<file path="src/rtl/week6_ex1_xor_accum_if.sv">
// rtl/week6_ex1_xor_accum_if.sv - word stream in / frame result out bundle for the XOR accumulator
interface week6_ex1_xor_accum_if #(
    parameter int WIDTH     = 8,
    parameter int FRAME_LEN = 4
);
    localparam int CW = $clog2(FRAME_LEN + 1);

    logic             in_valid;
    logic             in_ready;
    logic [WIDTH-1:0] in_data;
    logic             in_last;
    logic             out_valid;
    logic             out_ready;
    logic [WIDTH-1:0] out_data;
    logic             out_parity;
    logic [CW-1:0]    out_count;

    modport master (
        output in_valid, in_data, in_last, out_ready,
        input  in_ready, out_valid, out_data, out_parity, out_count
    );

    modport slave (
        input  in_valid, in_data, in_last, out_ready,
        output in_ready, out_valid, out_data, out_parity, out_count
    );
endinterface

</file>
<file path="src/rtl/week6_ex1_xor_accum.sv">
// rtl/week6_ex1_xor_accum.sv - XORs up to FRAME_LEN words per frame and holds the result until taken
module week6_ex1_xor_accum #(
    parameter int WIDTH     = 8,
    parameter int FRAME_LEN = 4
) (
    input  logic                   clk,
    input  logic                   rst_n,
    week6_ex1_xor_accum_if.slave   bus
);
    localparam int CW = $clog2(FRAME_LEN + 1);

    typedef enum logic {ACCUM, HOLD} state_t;

    state_t           state;
    logic [WIDTH-1:0] acc;
    logic [CW-1:0]    cnt;
    logic [WIDTH-1:0] acc_next;
    logic [CW-1:0]    cnt_next;
    logic             accept;
    logic             close;

    // cnt only advances while below FRAME_LEN, so cnt+1 never wraps
    always_comb begin
        accept   = (state == ACCUM) && bus.in_valid && bus.in_ready;
        acc_next = acc ^ bus.in_data;
        cnt_next = cnt + 1'b1;
        close    = accept && (bus.in_last || (cnt_next == CW'(FRAME_LEN)));
    end

    always_ff @(posedge clk or negedge rst_n) begin
        if (!rst_n) begin
            state          <= ACCUM;
            acc            <= '0;
            cnt            <= '0;
            bus.in_ready   <= 1'b0;
            bus.out_valid  <= 1'b0;
            bus.out_data   <= '0;
            bus.out_parity <= 1'b0;
            bus.out_count  <= '0;
        end else begin
            case (state)
                ACCUM: begin
                    // in_ready stays low in reset and rises on the first edge after it
                    bus.in_ready <= 1'b1;
                    if (accept) begin
                        acc <= acc_next;
                        cnt <= cnt_next;
                    end
                    if (close) begin
                        state          <= HOLD;
                        bus.in_ready   <= 1'b0;
                        bus.out_valid  <= 1'b1;
                        bus.out_data   <= acc_next;
                        bus.out_parity <= ^acc_next;
                        bus.out_count  <= cnt_next;
                    end
                end
                HOLD: begin
                    if (bus.out_ready) begin
                        state          <= ACCUM;
                        acc            <= '0;
                        cnt            <= '0;
                        bus.in_ready   <= 1'b1;
                        bus.out_valid  <= 1'b0;
                        bus.out_data   <= '0;
                        bus.out_parity <= 1'b0;
                        bus.out_count  <= '0;
                    end
                end
                default: state <= ACCUM;
            endcase
        end
    end
endmodule

</file>
<file path="src/flat_wrapper.sv">
// flat-port wrapper written by rule: the top's interface ports become plain ports
module week6_ex1_xor_accum_flat 
#(
    parameter int WIDTH     = 8,
    parameter int FRAME_LEN = 4
)
  (clk, rst_n, bus_in_valid, bus_in_data, bus_in_last, bus_out_ready, bus_in_ready, bus_out_valid, bus_out_data, bus_out_parity, bus_out_count);
  week6_ex1_xor_accum_if #(.WIDTH(WIDTH), .FRAME_LEN(FRAME_LEN)) bus_i ();
  input  logic clk;
  input  logic rst_n;
  input wire logic [$bits(bus_i.in_valid)-1:0] bus_in_valid;
  input wire logic [$bits(bus_i.in_data)-1:0] bus_in_data;
  input wire logic [$bits(bus_i.in_last)-1:0] bus_in_last;
  input wire logic [$bits(bus_i.out_ready)-1:0] bus_out_ready;
  output wire logic [$bits(bus_i.in_ready)-1:0] bus_in_ready;
  output wire logic [$bits(bus_i.out_valid)-1:0] bus_out_valid;
  output wire logic [$bits(bus_i.out_data)-1:0] bus_out_data;
  output wire logic [$bits(bus_i.out_parity)-1:0] bus_out_parity;
  output wire logic [$bits(bus_i.out_count)-1:0] bus_out_count;
  assign bus_i.in_valid = bus_in_valid;
  assign bus_i.in_data = bus_in_data;
  assign bus_i.in_last = bus_in_last;
  assign bus_i.out_ready = bus_out_ready;
  assign bus_in_ready = bus_i.in_ready;
  assign bus_out_valid = bus_i.out_valid;
  assign bus_out_data = bus_i.out_data;
  assign bus_out_parity = bus_i.out_parity;
  assign bus_out_count = bus_i.out_count;
  week6_ex1_xor_accum #(.WIDTH(WIDTH), .FRAME_LEN(FRAME_LEN)) u_core (.clk(clk), .rst_n(rst_n), .bus(bus_i));
endmodule
</file>
<file path="config.mk">
export PLATFORM = sky130hd
export DESIGN_NAME = week6_ex1_xor_accum_flat
export DESIGN_NICKNAME = d
export VERILOG_FILES = /design/src/rtl/week6_ex1_xor_accum_if.sv /design/src/rtl/week6_ex1_xor_accum.sv /design/src/flat_wrapper.sv
export SDC_FILE = /design/constraint.sdc
export NUM_CORES = 1
export LEC_CHECK = 0
export BUFFER_PORTS_ARGS = -buffer_cell sky130_fd_sc_hd__buf_2
export CELL_PAD_IN_SITES_DETAIL_PLACEMENT = 1
export CELL_PAD_IN_SITES_GLOBAL_PLACEMENT = 1
export CORE_UTILIZATION = 43
export DETAILED_ROUTE_END_ITERATION = 12
export PLACE_DENSITY = 0.92
export RECOVER_POWER = 100
export SLEW_MARGIN = 20
export SYNTH_ARGS = -nofsm -noshare
export SYNTH_HDL_FRONTEND = slang
export SYNTH_SLANG_ARGS = --single-unit
</file>
<file path="constraint.sdc">
create_clock -name clk -period 3.84 [get_ports clk]
set_clock_uncertainty 0.05 [all_clocks]
set_input_delay 0.768 -clock clk [delete_from_list [all_inputs] [get_ports clk]]
set_output_delay 0.768 -clock clk [all_outputs]
set_load 0.1 [all_outputs]
</file>
==> results of run 1 <==
[routing by layer]
metal  track usage [%]  share of wire (%)  up-vias
met5                 0                  0        -
li1                  -                  -      475
met4              6.43               0.47        0
met3              2.58                3.3        2
met1              27.5                 49      473
met2              31.7                 48       21
[per-stage QoR]
step                      hold WS [ns]  utilization [%]  cells  cell area, um^2  worst slack [ns]
after floorplan                  0.414                -    125             1220              1.85
after global placement           0.407             53.2    177             1370              1.81
after detailed placement         0.438             53.2    177             1370              1.73
after CTS                        0.380             55.3    181             1420              1.81
after global routing             0.483             54.4    181             1400              1.34
final                            0.469             54.4    181             1400              1.40
[cells in the final DEF, fill, tap and decap left out]
cell	Yosys	final
buf_2	1	11
bufinv_16	0	1
clkbuf_1	2	15
clkbuf_4	0	3
dfrtp_1	26	26
ha_1	2	2
inv_1	1	1
nand2_1	24	24
nand2b_1	1	1
nand3_1	14	14
nand3b_1	1	1
nor2_4	1	1
nor2b_1	1	1
o21a_1	1	1
o21ai_0	28	32
o21ai_4	1	1
xnor2_1	16	16
[worst reg2reg max path: cells and delay by family, from the launching register on]
family | cells | cell delay (ns)
AO/OA/AOI/OAI | 2 | 0.61
adder cells (fa/ha/maj) | 1 | 0.28
AND/OR/NAND/NOR | 2 | 0.29
flip-flops | 1 | 0.46
XOR/XNOR | 1 | 0.22
[how the worst max path moves through the flow]
stage                     cells after the start                start  slack (ns)                 endpoint
final                                         1  u_core.bus.in_ready        1.40             bus_in_ready
after global routing                          1  u_core.bus.in_ready        1.34             bus_in_ready
after CTS                                     6        u_core.cnt[0]        1.81   u_core.bus.out_data[0]
after detailed placement                      6         bus_in_valid        1.73            u_core.cnt[2]
after global placement                        6         bus_in_valid        1.81            u_core.acc[1]
after floorplan                               6  u_core.bus.in_ready        1.85  u_core.bus.out_count[1]
[kinds of logic (layout without fill, tap and decap cells)]
group	after synthesis	count (layout)	synth area share, %
AOI/OAI and AO/OA	34	34	15.4
xor gates and xnor gates	16	16	11.5
adders and majority gates	2	2	2.05
buffers and inverters	5	31	1.95
DFF	26	26	53.4
and+or+nand+nor	42	42	15.7
[registers in the layout, summed over array words and instances, names as in the netlist]
register / cells
u_core.bus.in_ready: 1
u_core.bus.out_data: 8
u_core.state: 1
u_core.bus.out_valid: 1
u_core.acc: 8
u_core.bus.out_count: 3
u_core.cnt: 3
u_core.bus.out_parity: 1
[area by class of cell]
class                           count  area [um^2]
Clock buffer                        3         22.5
Clock inverter                      1         30.0
Fill cell                         317         1170
Inverter                            1         3.75
Multi-Input combinational cell     94          541
Sequential cell                    26          651
Tap cell                           30         37.5
Timing Repair Buffer               26          111
==> summary.txt, run 1 <==
Global routing
  – Vias in the first global route: 1011
  – Initial antenna violation count: 0
  – First-pass GRT wire length: 4.75 mm
  – Gr ovfl total: 0
  – All-Layer GR Usage: 19.7%
  – Largest net degree at the start of global routing: 28

Place
  – Placed wire-length estimate: 1.91 mm
  – Placer congestion estimate: 0.702
  – Port Buf Inserts: 26

STA
  – Fin crit share: 63.5%
  – Fin. Hold Viols: 0
  – Slew headroom: 5.95%
  – Number of setup violations in the final report: 0
  – Crit path time final: 2.44 ns
  – Final TNS setup: 0 ns
  – Unrepaired setup endpoints after global routing: false
  – Max-slew violation count: 0
  – Max Fclk: 410 MHz
  – Worst-margin pin slew: 1.41 ns

Cells and area
  – Layout Area Growth over Synthesis: 14.6%
  – Share of cells above drive strength 1: 11.3%
  – # nets final: 167
  – # diodes: 0

Critical path
  – CP Launch Type: register
  – CP Cell Sequence: clkbuf_1
  – Worst stage delay on the critical path: 0.88 ns
  – Worst R2R Setup Slack: 1.85 ns
  – CP Max Fanout: 4
  – R2R depth: 6
  – Critical path arrival: 1.62 ns
  – Setup CP Type: reg -> out
  – Buf/Inv on CP: 1
  – Worst Path Required: 3.02 ns
  – Worst r2r dst: u_core.bus.out_data[0]
  – Slowest CP cell: clkbuf_1
  – Crit-path leading delay family: buffers and inverters
  – Crit. End Element: output pin
  – FF-to-FF Start: u_core.cnt[0]

Clock tree
  – Clk buf depth: 2
  – Clk slew on worst S/H paths: 0.15 ns
  – Post CTS Setup Buffer Count: 0
  – Post-CTS Hold Buffers: 0
  – Worst-Skew Late Latency: 0.32 ns
  – TritonCTS Buffers: 3
  – Htree depth: 1
  – Number of gates resized after cts: 0
  – Clk Tree Root Cell: clkbuf_4
  – Clock Sinks: 26
  – CTS tree: done

Synthesis
  – Mapped Cells: 125
  – Number of flops mapped to enable cells by yosys: 0
  – Post-synthesis cell area: 1220 um^2
  – Synth Warn #: 0
  – Dominant synthesized flop cell: dfrtp_1
  – Yosys top cell by area: dfrtp_1
  – Most common cell in the netlist: o21ai_0
  – Commonest cells in the netlist: o21ai_0, dfrtp_1, nand2_1
  – Distinct cells, synth: 18
  – Synth area leaders: dfrtp_1, o21ai_0, xnor2_1, nand2_1, nand3_1
  – #FFs+latches synth: 26
  – Share of the synthesized area in the top cell type: 53.4%
  – Post-synthesis async set-or-reset flop share: 100%
  – Syn_area_per_cell: 9.75 um^2
  – Post-synthesis sequential area ratio: 53.4%
  – Synthesized Nets: 140

Run
  – Max cap viols: 0

Routing
  – Via count: 971
  – Drt wl/cell: 15.2 um
  – DRT Wirelength: 2.74 mm
  – First DRT Iteration DRCs: 16
  – DRT antenna net count: 0
  – 1st-pass router iterations: 4
  – Vias per cell: 5.36
  – DRC: 0

Floorplan
  – Die Width: 55.2 um
  – Top Ports: 27
  – Die ar.: 3050 um^2
  – Die Span Y: 55.2 um
  – Initial core utilization: 47.5%
  – # rows: 18
  – Area of the core: 2570 um^2

Min path
  – Hold Path Depth: 2
  – Hold Crit Endpoint: u_core.bus.out_data[7]
  – Hold WC Path Type: reg -> reg
  – Hold Crit Start: u_core.bus.out_data[7]

Status
  – Status: completed
Power of run 1 is left out: the tool's default activity adds up to more than one toggle a clock period on the data nets, which glitch-free logic cannot reach.
==> run 2, diff against run 1 <==
Settings changed: CORE_UTILIZATION 43 to 40, PLACE_DENSITY 0.92 to 0.87.
Clock period 3.84 ns to 2.29 ns, I/O delays scaled along.
==> run 2 against run 1 <==
The flow now finishes with violations (design-rule violations). Utilization fell by 5.0 points. Via count grew 0.10%. Count of clock-buffer cells in the layout is the same. Worst setup slack got worse by 1.0 ns. Register-to-register slack worse by 1.5 ns. Die area is 7.2% higher. Critical path depth increased by 4. Critical path type is now reg -> reg. Largest cell class unchanged.
==> summary.txt, run 2 (same netlist as run 1, synthesis figures left out) <==
Routing
  – DRT Wirelength: 2.78 mm (+1.3%)
  – First DRT Iteration DRCs: 15 (-1)
  – DRC: 1 (+1)
  – DRT antenna net count: 0 (unchanged)
  – Via count: 972 (+0.10%)
  – 1st-pass router iterations: 8 (+4)
  – Drt wl/cell: 15.2 um (+0.17%)
  – Vias per cell: 5.31 (-0.99%)

Cells and area
  – Commonest non-fill, non-tap cell in the layout: o21ai_0
  – Commonest non-fill, non-tap cells in the layout: o21ai_0, dfrtp_1, nand2_1
  – # diodes: 0 (unchanged)
  – Share of cells above drive strength 1: 20.4% (+9.1 points)
  – Layout Area Growth over Synthesis: 14.6% (unchanged)
  – Regs by FF count: u_core.acc (8), u_core.bus.out_data (8)
  – # nets final: 169 (+1.2%)

Critical path
  – CP Max Fanout: 27 (+23)
  – Worst R2R Setup Slack: 0.36 ns (-1.49 ns)
  – Worst Path Required: 2.41 ns (-0.61 ns)
  – Critical path arrival: 2.05 ns (+0.43 ns)
  – Crit. End Element: register
  – CP Launch Type: register
  – Setup CP Type: reg -> reg

Global routing
  – Largest net degree at the start of global routing: 28 (unchanged)
  – First-pass GRT wire length: 4.54 mm (-4.5%)
  – Initial antenna violation count: 0 (unchanged)
  – Gr ovfl total: 0 (unchanged)
  – All-Layer GR Usage: 18.6% (-1.1 points)
  – Vias in the first global route: 951 (-5.9%)

STA
  – Number of setup violations in the final report: 0 (unchanged)
  – Slew headroom: 6.01% (+0.059 points)
  – Final TNS setup: 0 ns (unchanged)
  – Worst Setup Slack, final: 0.359 ns (-1.04 ns)
  – Unrepaired setup endpoints after global routing: false
  – Max Fclk: 518 MHz
  – Fin crit share: 84.3%
  – Crit path time final: 1.93 ns
  – Worst-margin pin slew: 1.41 ns (-0.000888 ns)
  – Fin. Hold Viols: 0 (unchanged)
  – Max-slew violation count: 0 (unchanged)

Clock tree
  – Clk buf depth: 2 (unchanged)
  – Worst-Skew Late Latency: 0.31 ns (about the same)
  – Clk slew on worst S/H paths: 0.14 ns (about the same)
  – Htree depth: 1 (unchanged)
  – TritonCTS Buffers: 3 (unchanged)
  – Number of gates resized after cts: 0 (unchanged)
  – Post CTS Setup Buffer Count: 0 (unchanged)
  – Post-CTS Hold Buffers: 0 (unchanged)
  – Clk Tree Root Cell: clkbuf_4
  – Clock Sinks: 26 (unchanged)
  – CTS tree: done

Floorplan
  – Die Span Y: 57.2 um (+3.5%)
  – Die Width: 57.2 um (+3.5%)
  – Top Ports: 27 (unchanged)
  – Die ar.: 3270 um^2 (+7.2%)
  – Initial core utilization: 43.1% (-4.4 points)
  – Area of the core: 2830 um^2 (+10%)
  – # rows: 19 (+1)

Min path
  – Hold WC Path Type: in -> reg

Place
  – Placer congestion estimate: 0.755 (+7.5%)
  – Setup WS pre-CTS: 0.346 ns (-1.39 ns)
  – Placed wire-length estimate: 2.02 mm (+5.7%)
  – Port Buf Inserts: 26 (unchanged)

Status
  – Status: finished, violations left
  – Failing checks: design-rule violations

Run
  – Max cap viols: 0 (unchanged)
[run 2: worst max-delay path, cell delays in order, from the launching register on]
cell     delay, ns
dfrtp_1       0.45
ha_1          0.26
xnor2_1       0.21
nor2b_1       0.10
o21ai_4       0.48
o21ai_0       0.23
[run 2: worst paths after layout]
kind / from / to / cells past startpoint
min reg2reg: u_core.bus.out_valid / u_core.bus.out_valid / 2
min in group asynchronous: rst_n / u_core.acc[3] / 1
max reg2reg: u_core.cnt[0] / u_core.bus.out_data[2] / 5
max in group asynchronous: rst_n / u_core.bus.in_ready / 1
max: u_core.cnt[0] / u_core.bus.out_data[2] / 5
min: bus_in_data[2] / u_core.acc[2] / 3
[run 2: layout make-up]
class	count	area, um^2
Clock buffer	3	22.5
Tap cell	31	38.8
Inverter	1	3.75
Sequential cell	26	651
Timing Repair Buffer	28	140
Fill cell	337	1430
Multi-Input combinational cell	94	541
[run 2: per-layer routing]
| metal | GRT usage [%] | vias up | wire [um] |
|---|---|---|---|
| met5 | 0 | - | 0 |
| met1 | 24.4 | 473 | 1260 |
| met4 | 4.18 | 0 | 19 |
| li1 | - | 480 | - |
| met2 | 31.8 | 17 | 1400 |
| met3 | 3.85 | 2 | 101 |
[run 2: metrics by stage]
stage	utilization [%]	instance area [um^2]	hold slack [ns]	instances
after floorplan	-	1220	0.112	125
after global placement	48.9	1380	0.406	180
after detailed placement	48.9	1380	0.419	180
after CTS	49.7	1410	0.0879	183
after global routing	49.4	1400	0.347	183
final	49.4	1400	0.347	183
Power of run 2 is left out for the same reason.
==> run 3, diff against run 2 <==
Clock period 2.29 ns to 1.8 ns, I/O delays scaled along.
==> run 3 against run 2 <==
Via count rose by 4.3%. Count of clock-buffer cells in the layout unchanged. Sequential cell count unchanged. Routed wire length increased by 1.8%. Critical path type unchanged. The run still ends with design-rule violations left. Die area unchanged. Global-route usage up 0.98 points. Register-to-register slack worse by 0.23 ns. Utilization up 2.6 points. Critical path depth rose by 2. Fmax rose by 16%. Hold slack lost 0.11 ns. Cell area grew 5.3%.
==> summary.txt, run 3 (same netlist as run 1, synthesis figures left out) <==
Critical path
  – Crit. End Element: register
  – Worst r2r dst: u_core.bus.out_data[4]
  – Critical path arrival: 1.83 ns (-0.22 ns)
  – CP Launch Type: register
  – Worst R2R Setup Slack: 0.13 ns (-0.23 ns)
  – CP Max Fanout: 15 (-44%)
  – Setup CP Type: reg -> reg
  – R2R depth: 7 (+2)
  – Crit path launch: u_core.cnt[0]
  – Worst Path Required: 1.96 ns (-0.45 ns)
  – FF-to-FF Start: u_core.cnt[0]

Clock tree
  – Htree depth: 1 (unchanged)
  – CTS tree: done
  – Clk buf depth: 2 (unchanged)
  – Post CTS Setup Buffer Count: 0 (unchanged)
  – Clock Sinks: 26 (unchanged)
  – TritonCTS Buffers: 3 (unchanged)
  – Clk slew on worst S/H paths: 0.15 ns (about the same)
  – Clk Tree Root Cell: clkbuf_4
  – Worst-Skew Late Latency: 0.32 ns (about the same)

STA
  – Worst-margin pin slew: 0.647 ns (-0.763 ns)
  – Final TNS setup: 0 ns (unchanged)
  – Fin. Hold Viols: 0 (unchanged)
  – Fin crit share: 92.7% (+8.4 points)
  – Max Fclk: 599 MHz (+16%)
  – Number of setup violations in the final report: 0 (unchanged)
  – Unrepaired setup endpoints after global routing: false
  – Crit path time final: 1.67 ns (-0.262 ns)
  – Slew headroom: 56.9% (+51 points)
  – Max-slew violation count: 0 (unchanged)

Global routing
  – First-pass GRT wire length: 4.93 mm (+8.5%)
  – Vias in the first global route: 1056 (+11%)
  – Largest net degree at the start of global routing: 27 (-3.6%)
  – Gr ovfl total: 0 (unchanged)
  – Initial antenna violation count: 0 (unchanged)
  – All-Layer GR Usage: 19.5% (+0.98 points)

Cells and area
  – Commonest non-fill, non-tap cells in the layout: o21ai_0, nand2_1, dfrtp_1
  – Share of cells above drive strength 1: 24.8% (+4.4 points)
  – Fill cells: 338 (+0.30%)
  – Commonest non-fill, non-tap cell in the layout: o21ai_0
  – Regs by FF count: u_core.acc (8), u_core.bus.out_data (8)
  – # diodes: 0 (unchanged)
  – Layout Area Growth over Synthesis: 20.6%
  – # nets final: 173 (+2.4%)

Place
  – Port Buf Inserts: 26 (unchanged)
  – Placer congestion estimate: 0.721 (-4.5%)
  – Placed wire-length estimate: 1.98 mm (-2.1%)

Routing
  – 1st-pass router iterations: 8 (unchanged)
  – Via count: 1014 (+4.3%)
  – Drt wl/cell: 15.1 um (-0.87%)
  – DRC: 7 (+6)
  – First DRT Iteration DRCs: 21 (+6)
  – DRT Wirelength: 2.83 mm (+1.8%)
  – DRT antenna net count: 0 (unchanged)
  – Vias per cell: 5.39 (+1.5%)

Floorplan
  – Area of the core: 2830 um^2 (unchanged)
  – Top Ports: 27 (unchanged)
  – Die ar.: 3270 um^2 (unchanged)
  – Initial core utilization: 43.1% (unchanged)
  – Die Span Y: 57.2 um (unchanged)
  – Die Width: 57.2 um (unchanged)
  – # rows: 19 (unchanged)

Min path
  – Hold Path Depth: 3 (unchanged)
  – Hold WC Path Type: in -> reg
  – Hold Crit Start: bus_in_data[6]
  – Hold Crit Endpoint: u_core.acc[6]

Status
  – Failing checks: design-rule violations
  – Status: finished, violations left

Run
  – Max cap viols: 0 (unchanged)
run 3: cell count changes in the layout (fill, tap and decap cells not counted), sizes merged:
cell and delta:
buf +3, bufinv +1, dlygate4sd3 +1
run 3: through the flow:
stage	utilization, %	instance area, um^2	setup WS (ns)	hold WS [ns]	instances
final	52.0	1470	0.131	0.240	188
after global routing	52.0	1470	0.0270	0.235	188
after CTS	51.9	1470	0.136	0.217	188
after detailed placement	49.7	1410	0.152	0.348	183
after global placement	49.7	1410	0.263	0.339	183
after floorplan	-	1220	0.125	0.0144	125
run 3: worst max path at each step:
stage	to	slack, ns
6_report	u_core.bus.out_data[4]	0.13
5_1_grt	u_core.bus.out_data[0]	0.03
2_1_floorplan	u_core.bus.out_count[1]	0.13
3_3_place_gp	u_core.bus.out_data[4]	0.26
3_5_place_dp	u_core.bus.out_data[4]	0.15
4_1_cts	u_core.bus.out_data[4]	0.14
run 3: what timing repair did:
action | CTS | global route
hold endpoints to repair | 26 | 0
hold buffers | 1 | 0
setup endpoints to repair | 0 | 4
gates resized for setup | 0 | 2
run 3: area by class of cell:
class / count / area, um^2 / area share, %
flip-flops and latches: 26 / 653 / 44.4
repair buffers: 32 / 174 / 11.8
clock buffers: 3 / 22.5 / 1.53
well taps: 31 / 38.8 / 2.64
multi-input cells: 94 / 548 / 37.3
inverters: 1 / 3.75 / 0.255
clock inverters: 1 / 30.0 / 2.04
run 3: worst max-delay path: stages (launching register included):
cell	delay [ns]
dfrtp_2	0.47
ha_1	0.26
xnor2_2	0.15
nor2b_1	0.20
o21ai_4	0.07
buf_4	0.18
nand3_1	0.09
o21ai_0	0.09
run 3: layer usage:
metal / track usage, % / vias up / part of all wire, %
li1: - / 484 / -
met1: 25.6 / 513 / 44
met2: 34.5 / 15 / 53
met3: 2.95 / 2 / 2.7
met4: 4.18 / 0 / 0.60
met5: 0 / - / 0
Power of run 3 is left out for the same reason.
